File: src/rtl/mac_requant_relu.sv
// mac_requant_relu: post-MAC stage. Adds bias, rounds and arithmetic-shifts
// the sum, applies ReLU with unsigned saturation to an activation, and buffers
// the results in a small FIFO. Upstream is throttled by credit, so the pipeline
// never stalls and no data is dropped.
module mac_requant_relu #(
  parameter int IN_WIDTH   = 32,
  parameter int OUT_WIDTH  = 8,
  parameter int SHIFT      = 2,
  parameter int FIFO_DEPTH = 4,
  parameter int CNT_WIDTH  = 16
) (
  input  logic                 clk_i,
  input  logic                 rst_i,
  input  logic                 mac_valid_i,
  input  logic [IN_WIDTH-1:0]  mac_data_i,
  input  logic [IN_WIDTH-1:0]  bias_i,
  output logic                 mac_ready_o,
  output logic                 act_valid_o,
  output logic [OUT_WIDTH-1:0] act_data_o,
  input  logic                 act_ready_i,
  input  logic                 sat_clr_i,
  output logic [CNT_WIDTH-1:0] sat_count_o
);

  localparam int AW = $clog2(FIFO_DEPTH);  // pointer width
  localparam int CW = AW + 1;              // occupancy count width
  localparam int SW = IN_WIDTH + 1;        // bias-add result width
  localparam int RW = IN_WIDTH + 2;        // rounding/shift width

  // Half-LSB rounding constant; zero when there is no shift.
  localparam int RND_POS = (SHIFT > 0) ? SHIFT - 1 : 0;
  localparam logic signed [RW-1:0] RND =
    (SHIFT > 0) ? (RW'(1) << RND_POS) : '0;
  localparam logic signed [RW-1:0] ACT_MAX =
    {{(RW-OUT_WIDTH){1'b0}}, {OUT_WIDTH{1'b1}}};

  // ---------------------------------------------------------------------------
  // Stage 1: bias addition
  // ---------------------------------------------------------------------------
  logic                 accept;
  logic                 s1_valid_q;
  logic signed [SW-1:0] s1_sum_d;
  logic signed [SW-1:0] s1_sum_q;

  assign accept = mac_valid_i && mac_ready_o;

  // Sign-extend both operands by one bit so the sum can never wrap.
  always_comb begin
    s1_sum_d = $signed({mac_data_i[IN_WIDTH-1], mac_data_i}) +
               $signed({bias_i[IN_WIDTH-1], bias_i});
  end

  // Stage 1 register: captures the sum of every accepted MAC result.
  // NOTE: sequential state uses non-blocking (<=) so all flops update together.
  always_ff @(posedge clk_i) begin
    if (rst_i) begin
      s1_valid_q <= 1'b0;
      s1_sum_q   <= '0;
    end else begin
      s1_valid_q <= accept;
      if (accept) s1_sum_q <= s1_sum_d;
    end
  end

  // ---------------------------------------------------------------------------
  // Stage 2: round, shift, ReLU, saturate
  // ---------------------------------------------------------------------------
  logic signed [RW-1:0]  sum_ext;
  logic signed [RW-1:0]  rounded;
  logic signed [RW-1:0]  shifted;
  logic [OUT_WIDTH-1:0]  s2_act_d;
  logic                  s2_sat_d;
  logic                  s2_valid_q;
  logic [OUT_WIDTH-1:0]  s2_act_q;
  logic                  s2_sat_q;

  // Requantise: negative results clip to zero silently, large ones clip to the
  // activation maximum and raise the saturation flag.
  // NOTE: every always_comb output gets a default first, so no latch is inferred.
  always_comb begin
    sum_ext  = {s1_sum_q[SW-1], s1_sum_q};
    rounded  = sum_ext + RND;
    shifted  = rounded >>> SHIFT;
    s2_act_d = '0;
    s2_sat_d = 1'b0;
    if (shifted[RW-1]) begin
      s2_act_d = '0;
    end else if (shifted > ACT_MAX) begin
      s2_act_d = '1;
      s2_sat_d = 1'b1;
    end else begin
      s2_act_d = shifted[OUT_WIDTH-1:0];
    end
  end

  // Stage 2 register: always advances from stage 1, never stalls.
  always_ff @(posedge clk_i) begin
    if (rst_i) begin
      s2_valid_q <= 1'b0;
      s2_act_q   <= '0;
      s2_sat_q   <= 1'b0;
    end else begin
      s2_valid_q <= s1_valid_q;
      if (s1_valid_q) begin
        s2_act_q <= s2_act_d;
        s2_sat_q <= s2_sat_d;
      end
    end
  end

  // ---------------------------------------------------------------------------
  // Output FIFO
  // ---------------------------------------------------------------------------
  logic [OUT_WIDTH-1:0] mem_q [FIFO_DEPTH];
  logic [AW-1:0]        wr_ptr_q;
  logic [AW-1:0]        rd_ptr_q;
  logic [CW-1:0]        count_q;
  logic [CW-1:0]        count_d;
  logic                 push;
  logic                 pop;
  logic                 fifo_full;

  assign push      = s2_valid_q;
  assign pop       = act_valid_o && act_ready_i;
  assign fifo_full = (count_q == CW'(FIFO_DEPTH));

  // Storage array: written from stage 2, read at the head.
  // NOTE: the storage array is deliberately not reset; occupancy tracking makes
  // its contents irrelevant until written, and an empty FIFO drives zero out.
  always_ff @(posedge clk_i) begin
    if (push) mem_q[wr_ptr_q] <= s2_act_q;
  end

  // Occupancy: push and pop in the same cycle leave the count unchanged.
  always_comb begin
    count_d = count_q;
    case ({push, pop})
      2'b10:   count_d = count_q + CW'(1);
      2'b01:   count_d = count_q - CW'(1);
      default: count_d = count_q;
    endcase
  end

  // Pointers and count; power-of-two depth lets the pointers wrap naturally.
  always_ff @(posedge clk_i) begin
    if (rst_i) begin
      wr_ptr_q <= '0;
      rd_ptr_q <= '0;
      count_q  <= '0;
    end else begin
      if (push) wr_ptr_q <= wr_ptr_q + AW'(1);
      if (pop)  rd_ptr_q <= rd_ptr_q + AW'(1);
      count_q <= count_d;
    end
  end

  assign act_valid_o = (count_q != '0);
  assign act_data_o  = act_valid_o ? mem_q[rd_ptr_q] : '0;

  // ---------------------------------------------------------------------------
  // Credit: everything in flight or buffered must fit in the FIFO. A pop only
  // frees credit the following cycle, keeping mac_ready_o off the act_ready_i
  // path.
  // ---------------------------------------------------------------------------
  logic [CW:0] in_flight;

  always_comb begin
    in_flight = {1'b0, count_q} + {{CW{1'b0}}, s1_valid_q} +
                {{CW{1'b0}}, s2_valid_q};
  end

  assign mac_ready_o = (in_flight < (CW+1)'(FIFO_DEPTH));

  // ---------------------------------------------------------------------------
  // Saturation event counter
  // ---------------------------------------------------------------------------
  logic [CNT_WIDTH-1:0] sat_count_q;

  // Counts high-side clips as they enter the FIFO; sticks at all-ones and a
  // clear request beats a simultaneous increment.
  always_ff @(posedge clk_i) begin
    if (rst_i) begin
      sat_count_q <= '0;
    end else if (sat_clr_i) begin
      sat_count_q <= '0;
    end else if (push && s2_sat_q && (sat_count_q != '1)) begin
      sat_count_q <= sat_count_q + CNT_WIDTH'(1);
    end
  end

  assign sat_count_o = sat_count_q;

  // Credit accounting guarantees a push never lands on a full FIFO.
  a_no_overflow: assert property (@(posedge clk_i) disable iff (rst_i)
    !(push && fifo_full));

endmodule
File: config.mk
export PLATFORM = sky130hd
export DESIGN_NAME = mac_requant_relu
export DESIGN_NICKNAME = d
export VERILOG_FILES = /design/src/rtl/mac_requant_relu.sv
export SDC_FILE = /design/constraint.sdc
export NUM_CORES = 1
export LEC_CHECK = 0
export ABC_AREA = 1
export CORE_MARGIN = 5
export CORE_UTILIZATION = 39
export DETAILED_ROUTE_END_ITERATION = 10
export PLACE_DENSITY = 0.69
export SYNTH_ARGS = -nofsm -noshare
export SYNTH_HDL_FRONTEND = slang
export SYNTH_SLANG_ARGS = --single-unit
File: constraint.sdc
create_clock -name clk_i -period 2.27 [get_ports clk_i]
set_input_delay 0.227 -clock clk_i [delete_from_list [all_inputs] [get_ports clk_i]]
set_output_delay 0.227 -clock clk_i [all_outputs]
set_load 0.05 [all_outputs]
After elaboration in Yosys (flattened, before gate mapping)
Memory sizes are Yosys's and may differ from the RTL's. A register that Yosys moved wholly into a read port is not among the register bits.
Cells that the tools add are included.
{ "totals": {"reg_bits": 67, "ram_bits": 32, "input_bits": 69, "out_inout_bits": 26, "wordCells": 41, "n_memories": 1} }
{ "op_classes": {"addsub": 9, "n_lt_le_gt_ge": 2, "n_eq_ne": 3, "muxes": 10, "reduce_logical": 7} }
{ "memory_table": {"columns": ["memory", "words", "word_bits", "rd", "rd_clocked_by_memory_dff", "write_ports", "line", "rtl"], "rows": [
  ["mem_q", 4, 8, 1, 1, 1, "114", "logic [OUT_WIDTH-1:0] mem_q [FIFO_DEPTH];"]
]} }
{ "ops": {"columns": ["op", "count"], "rows": [
  ["33-bit by 3-bit adder with 34-bit output, second input constant", 1],
  ["32-bit by 32-bit adder with 33-bit output", 1],
  ["32-bit by 9-bit greater-than comparator with 1-bit output, second input constant", 1],
  ["8-bit 2-to-1 mux", 3],
  ["16-bit by 1-bit adder with 16-bit output, second input constant", 1],
  ["16-bit inequality test, second input constant", 1],
  ["3-bit one-hot mux with 2 select lines", 1],
  ["2-bit by 1-bit adder with 2-bit output, second input constant", 2],
  ["3-bit by 1-bit adder with 4-bit output", 1],
  ["4-bit by 1-bit adder with 4-bit output", 1],
  ["1-bit logical AND", 4],
  ["4-bit by 3-bit < comparator with 1-bit output, second input constant", 1],
  ["1-bit 2-to-1 mux", 4],
  ["2-bit 2-to-1 mux", 2],
  ["3-bit by 1-bit adder with 3-bit output, second input constant", 1],
  ["3-bit nonzero test", 1],
  ["3-bit by 1-bit subtractor with 3-bit output, second input constant", 1],
  ["2-bit by 1-bit == test with 1-bit output, second input constant", 1],
  ["2-bit == test, second input constant", 1],
  ["2-bit nonzero test", 1],
  ["2-bit OR reduction", 1]
]} }

Depth between registers and ports, before layout
Gate-level depths: netlist (run 1).
{ "logic_depth": {"ltp_word": 4, "depth_mapped": 15, "ltp_nobuf": 15} }

Worst setup path before layout (run 1)
OpenSTA, ideal clock, no wires.
{ "synth_path": {"path_kind": "reg2reg", "start": "reg s2_valid_q, in the netlist push", "end": "reg s1_sum_q[31]", "setup_ps": 115, "arrival_ps": 2028, "required_time_ps": 2155, "path_slack_ps": 127, "path_stages_with_launch": 10, "n_path_buf": 1, "synth_period_minus_slack_ps": 2143, "path_cell_list": "dfxtp_1 ha_1 a21oi_1 o21a_1 nand2_1 clkinv_1 clkbuf_1 nand2_1 o21ai_0 inv_1"} }
{ "synth_via": {"elab_chain_len": 3} }
{ "synth_rtl": {"columns": ["element", "line", "rtl"], "rows": [
  ["from (decl)", "73", "logic s2_valid_q;"],
  ["from (signal assigned)", "103", "s2_valid_q <= s1_valid_q;"],
  ["4-bit by 1-bit adder with 4-bit output", "168", "in_flight = {1'b0, count_q} + {{CW{1'b0}}, s1_valid_q} +"],
  ["4-bit by 3-bit < comparator with 1-bit output", "172", "assign mac_ready_o = (in_flight < (CW+1)'(FIFO_DEPTH));"],
  ["via mac_ready_o", "17", "output logic mac_ready_o,"],
  ["1-bit logical AND", "45", "assign accept = mac_valid_i && mac_ready_o;"],
  ["to (signal assigned)", "61", "if (accept) s1_sum_q <= s1_sum_d;"],
  ["to (decl)", "43", "logic signed [SW-1:0] s1_sum_q;"]
]} }
The timed path passes the listed nets, and every way through them passes these cells.
A chain may end at the register's enable or synchronous reset.

Final worst setup path (run 1)
{ "layout_path": {"start": "in mac_data_i[2]", "end": "reg s1_sum_q[29]"} }
{ "layout_via": {"elab_chain_len": 1} }
{ "layout_rtl": {"columns": ["element", "line", "rtl"], "rows": [
  ["from (decl)", "15", "input logic [IN_WIDTH-1:0] mac_data_i,"],
  ["32-bit by 32-bit adder with 33-bit output", "49", "s1_sum_d = $signed({mac_data_i[IN_WIDTH-1], mac_data_i}) +"]
]} }
No other way between the ends.

==> metrics.md, run 1 <==
| Metric | Value |
|---|---|
| Area Growth Syn to Fin | `28.76%` |
| Post-synthesis sequential area ratio | `33.84%` |
| Gr ovfl total | `0` |
| Yosys cell types | `41` |
| Mapped Area | `6862 sq um` |
| DP HPWL | `14560 microns` |
| Max-slew headroom | `65.54%` |
| Post-detailed-route DRC marker count | `0` |
| Final hold viol count | `0` |
| Met1 Usage GRT | `23.72%` |
| Total power | `5.150 mW` |
| Post-DP Area | `8523 sq um` |
| Routed Antenna Nets | `0` |
| Post-synth top area share | `19.84%` |
| GRT met3 Usage | `2.143%` |
| Die height | `142.6 microns` |
| Worst Setup Start Kind | `input port` |
| Crit path DAT | `2330 ps` |
| Post-synthesis cell count | `1014` |
| Fin area | `8835 sq um` |
| Final worst path period share | `91.93%` |
| Antenna fix cells | `0` |
| Leak Pwr | `3.677 nW` |
| Hold Path Class | `flop to flop` |
| Root Buffer | `clkbuf_16` |
| Vias | `6859` |
| Setup WS post-layout | `183.2 ps` |
| Initial core utilization | `39.67%` |
| Pwr dens | `582.9 nW/um^2` |
| Run status | `finished, final reports clean` |
| FF-to-FF Start | `s1_sum_q[4]$_SDFFE_PP0P_` |
| Slew at the pin closest to its max-slew limit | `515.3 ps` |
| Mapped Nets | `1124` |
| Endpoint type of the worst setup path | `flop` |
| GRT busiest layer | `met2` |
| Largest net degree at the start of global routing | `40` |
| Finished Layout Cells | `1402` |
| Row count | `48` |
| Max-cap violations | `0` |
| Clk buf depth | `2` |
| Clock transition at path regs | `70 ps` |
| FF+latch count, synth | `100` |
| Max VDD drop | `0.0004346 V` |
| Critical Path Start | `mac_data_i[2]` |
| Vias in the first global route | `6482` |
| Fmax achieved | `0.4792 GHz` |
| Largest area contributor in the netlist | `dfxtp_1` |
| Total Routing Usage GR | `17.70%` |
| Synth Flop Type | `dfxtp_1` |
| Synth warnings | `0` |
| CTS Sinks | `100` |
| Buffers added on ports | `94` |
| Post-synth EDFFs | `32` |
| Fin Clk Skew | `7.507 ps` |
| Crit Path Category | `input port to flop` |
| Commonest cells post-synth | `nand2_1, nor2_1, inv_1` |
| Crit path required time | `2510 ps` |
| Count leader, synth | `nand2_1` |
| Slew Limit Fails | `0` |
| Htree depth | `3` |
| First-pass GRT wire length | `29750 microns` |
| Setup Viol. Count Final | `0` |
| Die width | `142.6 microns` |
| Drt first pass iters | `5` |
| Critical Path Fanout Max | `4` |
| Hold Crit Start | `rd_ptr_q[1]$_SDFFE_PP0P_` |
| Initial DRC Count | `240` |
| Clock latency on the worst-skew pair | `350 ps` |
| Hold WS | `471.3 ps` |
| Routed wire per std cell | `12.66 microns` |
| Global placer's final weighted congestion | `0.9181` |
| Post-Place Cells | `1386` |
| TritonCTS clock tree | `built` |
| Via density | `4.892` |
| I/O pin count | `95` |
| GR Layer Usage met2 | `30.00%` |
| TritonCTS buffer count | `9` |
| Core area | `17300 sq um` |
| RSZ-0062 raised after global routing | `no` |
| Die area | `20350 sq um` |
| Hold Buf Count CTS | `0` |
| Mean Syn Cell Area | `6.767 sq um` |
| Total routed wirelength | `17750 microns` |
| Ranking of synthesized cells by area | `dfxtp_1, edfxtp_1, nand2_1` |
| Ys async rst share | `0%` |
| Final layout net count | `1282` |
| Fill cells | `1747` |
| Ratio of cells with drive above 1 in the final layout | `10.79%` |
| Initial antenna violation count | `0` |
| Fin crit period | `2087 ps` |
| Worst Setup Slack post-DPL | `-223.2 ps` |
## cell families after synthesis
kind of cell             synth area share (%)
AND/OR/NAND/NOR                         27.37
adder cells (fa/ha/maj)                 7.695
AO/OA/AOI/OAI                           19.35
buffers and inverters                   8.424
flip-flops                              33.84
XOR/XNOR                                3.319
## cell type report
class	instances	area (sq um)	area share, %
flip-flops and latches	100	2322	26.29
clock buffers	9	225.2	2.549
well taps	225	281.5	3.187
repair buffers	164	1444	16.34
clock inverters	7	70.07	0.7931
inverters	137	514.2	5.821
multi-input cells	760	3978	45.02
## final timing paths
| check | to | slack, ps | depth (start not counted) |
|---|---|---|---|
| hold / removal | rd_ptr_q[1]$_SDFFE_PP0P_ | 470 | 2 |
| hold reg to reg | rd_ptr_q[1]$_SDFFE_PP0P_ | 470 | 2 |
| setup reg to reg | s2_act_q[0]$_SDFFE_PP0P_ | 240 | 12 |
| setup / recovery | s1_sum_q[29]$_SDFFE_PP0P_ | 180 | 13 |
## power by group
group | internal (mW) | total (mW) | switching, mW
clock | 0.774 | 1.50 | 0.731
sequential | 1.96 | 2.07 | 0.110
combinational | 0.662 | 1.57 | 0.907
total | 3.40 | 5.15 | 1.75
## stage by stage
step	util (%)	TNS, ps
after floorplan	-	0
after global placement	49.28	-1075
after detailed placement	49.28	-1494
after CTS	50.98	0
after global routing	51.08	0
final	51.08	0
## state kept, by name (all words and copies together) (netlist names), named ones only
| signal | count |
|---|---|
| sat_count_o | 16 |
| s1_valid_q | 1 |
| count_q | 3 |
| s1_sum_q | 32 |
| mem_q | 32 |
| wr_ptr_q | 2 |
| rd_ptr_q | 2 |
| s2_act_q | 8 |
| push | 1 |
| s2_sat_q | 1 |
## worst max-delay path: stages
cell,delay (ps)
clkdlybuf4s50_1,400
ha_1,330
a21oi_1,200
o21ai_0,110
nor2_2,180
o21ai_0,100
buf_4,160
nand2_1,60
o211ai_1,150
nand2_1,100
nand2_1,50
o21ai_0,180
inv_1,70
## what timing repair did
item / CTS / global route
gates resized for setup: 0 / 5
buffers inserted: 0 / 0
endpoints found under the setup margin: 0 / 11
## metal layers
metal,vias to the layer above,part of all wire [%]
met5,-,0
met4,0,2.0
met3,21,4.1
met2,158,47
met1,3021,47
li1,3659,-
## placed cells by master, fill, tap and decap left out, types with 5 or more instances in the layout
| master | netlist | layout |
|---|---|---|
| a21oi_1 | 115 | 115 |
| buf_4 | 0 | 79 |
| clkbuf_16 | 0 | 9 |
| clkdlybuf4s50_1 | 0 | 85 |
| dfxtp_1 | 68 | 68 |
| edfxtp_1 | 32 | 32 |
| ha_1 | 39 | 39 |
| inv_1 | 134 | 134 |
| nand2_1 | 214 | 214 |
| nand2_2 | 6 | 6 |
| nand3_1 | 42 | 42 |
| nand4_1 | 10 | 10 |
| nor2_1 | 135 | 132 |
| nor2_2 | 4 | 7 |
| nor2_4 | 5 | 5 |
| nor3_1 | 12 | 11 |
| o21a_1 | 7 | 7 |
| o21ai_0 | 101 | 101 |
| o21bai_1 | 5 | 5 |
| xnor2_1 | 8 | 8 |
| xor2_1 | 18 | 18 |
Power figures use the tool's default switching activity.
==> inputs of run 2 (changes only) <==
--- a/config.mk
+++ b/config.mk
@@ -8,6 +8,7 @@
 export ABC_AREA = 1
 export CORE_MARGIN = 5
 export CORE_UTILIZATION = 39
+export CTS_CLUSTER_DIAMETER = 100
 export DETAILED_ROUTE_END_ITERATION = 10
 export PLACE_DENSITY = 0.69
 export SYNTH_ARGS = -nofsm -noshare
==> results of run 2 <==
Final layout, timing and power as in run 1 (identical DEF).
==> inputs of run 3 (changes only) <==
--- a/config.mk
+++ b/config.mk
@@ -8,9 +8,8 @@
 export ABC_AREA = 1
 export CORE_MARGIN = 5
 export CORE_UTILIZATION = 39
-export CTS_CLUSTER_DIAMETER = 100
+export CTS_CLUSTER_DIAMETER = 200
 export DETAILED_ROUTE_END_ITERATION = 10
-export PLACE_DENSITY = 0.69
 export SYNTH_ARGS = -nofsm -noshare
 export SYNTH_HDL_FRONTEND = slang
 export SYNTH_SLANG_ARGS = --single-unit
==> run 3 against run 2 <==
Net effect: die area unchanged; register-to-register slack got worse by 30 ps; final area increased by 0.58%; critical path depth decreased by 3; power increased by 1.5%; setup slack improved by 15 ps; utilization increased by 0.30 points; fmax increased by 0.71%; via count increased by 0.22%; clock-buffer cell count unchanged; sequential cell count unchanged; non-clock buffer count increased by 2; largest cell class unchanged.
==> metrics.md, run 3 (synthesis results as in run 1) <==
| Metric | Value |
|---|---|
| Fill cells | `1793` |
| Final worst path period share | `91.28%` |
| Gr ovfl total | `0` |
| Vias | `6874` |
| Die width | `142.6 microns` |
| Setup TNS | `0 ps` |
| Finished Core Util | `51.37%` |
| Clock latency on the worst-skew pair | `350 ps` |
| Final hold viol count | `0` |
| Endpoint type of the worst setup path | `flop` |
| TritonCTS clock tree | `built` |
| TritonCTS buffer count | `9` |
| Buffers added on ports | `94` |
| Slew at the pin closest to its max-slew limit | `502.5 ps` |
| Crit path required time | `2520 ps` |
| Area Growth Syn to Fin | `29.50%` |
| Die height | `142.6 microns` |
| Clk buf depth | `2` |
| Critical-path cell list | `clkdlybuf4s50_1, ha_1, a21oi_1, a21boi_0, o21ai_2, nand2_1, nand2_1, xor2_1, o21ai_0, inv_1` |
| Root Buffer | `clkbuf_16` |
| Fin area | `8886 sq um` |
| CP delay by family, top | `compound AO/OA/AOI/OAI gates` |
| Routed wire per std cell | `12.87 microns` |
| Fin Clk Skew | `9.897 ps` |
| Max-slew headroom | `66.40%` |
| Worst path slowest cell | `a21boi_0` |
| First-pass GRT wire length | `30400 microns` |
| Vias in the first global route | `6555` |
| Critical Path Fanout Max | `4` |
| Pwr dens | `588.0 nW/um^2` |
| Setup Viol. Count Final | `0` |
| Total Routing Usage GR | `18.09%` |
| Total routed wirelength | `18080 microns` |
| Crit Path Category | `input port to flop` |
| Hold Buf Count CTS | `0` |
| Initial core utilization | `39.67%` |
| Largest net degree at the start of global routing | `40` |
| Core area | `17300 sq um` |
| Crit path DAT | `2320 ps` |
| RSZ-0062 raised after global routing | `yes` |
| Run status | `finished, final reports clean` |
| Post-DP Area | `8516 sq um` |
| Finished Layout Cells | `1405` |
| Max-cap violations | `0` |
| Ratio of cells with drive above 1 in the final layout | `11.44%` |
| Multi-input gate area | `3999 sq um` |
| Worst Setup Start Kind | `input port` |
| Via density | `4.893` |
| Initial antenna violation count | `0` |
| Worst Path Buf+Inv | `2` |
| Max VDD drop | `0.0004872 V` |
| Routed Antenna Nets | `0` |
| Fin crit period | `2072 ps` |
| Clock transition at path regs | `80 ps` |
| Initial DRC Count | `268` |
| Post-Place Cells | `1385` |
| Htree depth | `3` |
| Slew Limit Fails | `0` |
| Fmax achieved | `0.4826 GHz` |
| Register area | `2326 sq um` |
| Commonest non-fill, non-tap cell in the layout | `nand2_1` |
| Global placer's final weighted congestion | `0.9096` |
| Die area | `20350 sq um` |
| I/O pin count | `95` |
| Leak Pwr | `3.715 nW` |
| Drt first pass iters | `6` |
| Final layout net count | `1285` |
| Total power | `5.225 mW` |
| Antenna fix cells | `0` |
| Hold Path Class | `flop to flop` |
| Row count | `48` |
| Most common cell on crit path | `nand2_1` |
| Post-detailed-route DRC marker count | `0` |
| Most frequent cells in the layout | `nand2_1, inv_1, nor2_1` |
| Largest stage delay, worst path | `440 ps` |
| DP HPWL | `14620 microns` |
| CTS Sinks | `100` |
==> run 3: cell types whose count changed in the layout (fill, tap and decap cells not counted), sizes merged <==
cell	before	now
clkinvlp	2	0
inv	139	141
nand2	221	222
buf	79	81
==> run 3: worst paths after layout <==
| path | startpoint | end | slack [ps] | cells past startpoint |
|---|---|---|---|---|
| worst max-delay path | mac_data_i[5] | s1_sum_q[30]$_SDFFE_PP0P_ | 200 | 10 |
| worst min-delay path | rd_ptr_q[1]$_SDFFE_PP0P_ | flop | 460 | 2 |
| worst max register to register | s1_sum_q[1]$_SDFFE_PP0P_ | s2_sat_q$_SDFFE_PP0P_ | 210 | 14 |
| worst min register to register | rd_ptr_q[1]$_SDFFE_PP0P_ | flop | 460 | 2 |
==> run 3: timing repair <==
item,4_1_cts,5_1_grt
setup buffers,0,3
hold endpoints to repair,0,0
setup endpoints to repair,0,10
gates resized for setup,0,12
==> run 3: power by group <==
part | total [mW] | switching [mW] | internal, mW
clock network | 1.57 | 0.781 | 0.794
registers | 2.08 | 0.117 | 1.97
logic | 1.57 | 0.904 | 0.664
==> run 3: area by class of cell <==
cell class | instances | share of cell area (%)
Clock inverter | 7 | 0.9152
Timing Repair Buffer | 166 | 16.42
Inverter | 137 | 5.787
Multi-Input combinational cell | 761 | 45.00
Clock buffer | 9 | 2.534
Sequential cell | 100 | 26.18
Tap cell | 225 | 3.168
==> run 3: worst register-to-register path, delay by kind of cell (launching register included) <==
kind,cells,cell delay (ps)
adders and majority gates,1,180
and+or+nand+nor,12,1340
AOI/OAI and AO/OA,1,70
DFF,1,350
==> run 3: layer usage <==
layer,track usage (%),share of wire [%]
met3,2.244,3.6
met1,23.67,47
met2,30.81,47
met5,0,0
met4,6.353,2.3
==> run 3: stage by stage <==
stage	hold slack [ps]	worst slack, ps
3_5_place_dp	458.3	-205.5
4_1_cts	467.8	54.32
6_report	459.8	197.9
5_1_grt	483.1	2.419
3_3_place_gp	453.1	-147.5
2_1_floorplan	404.4	126.7
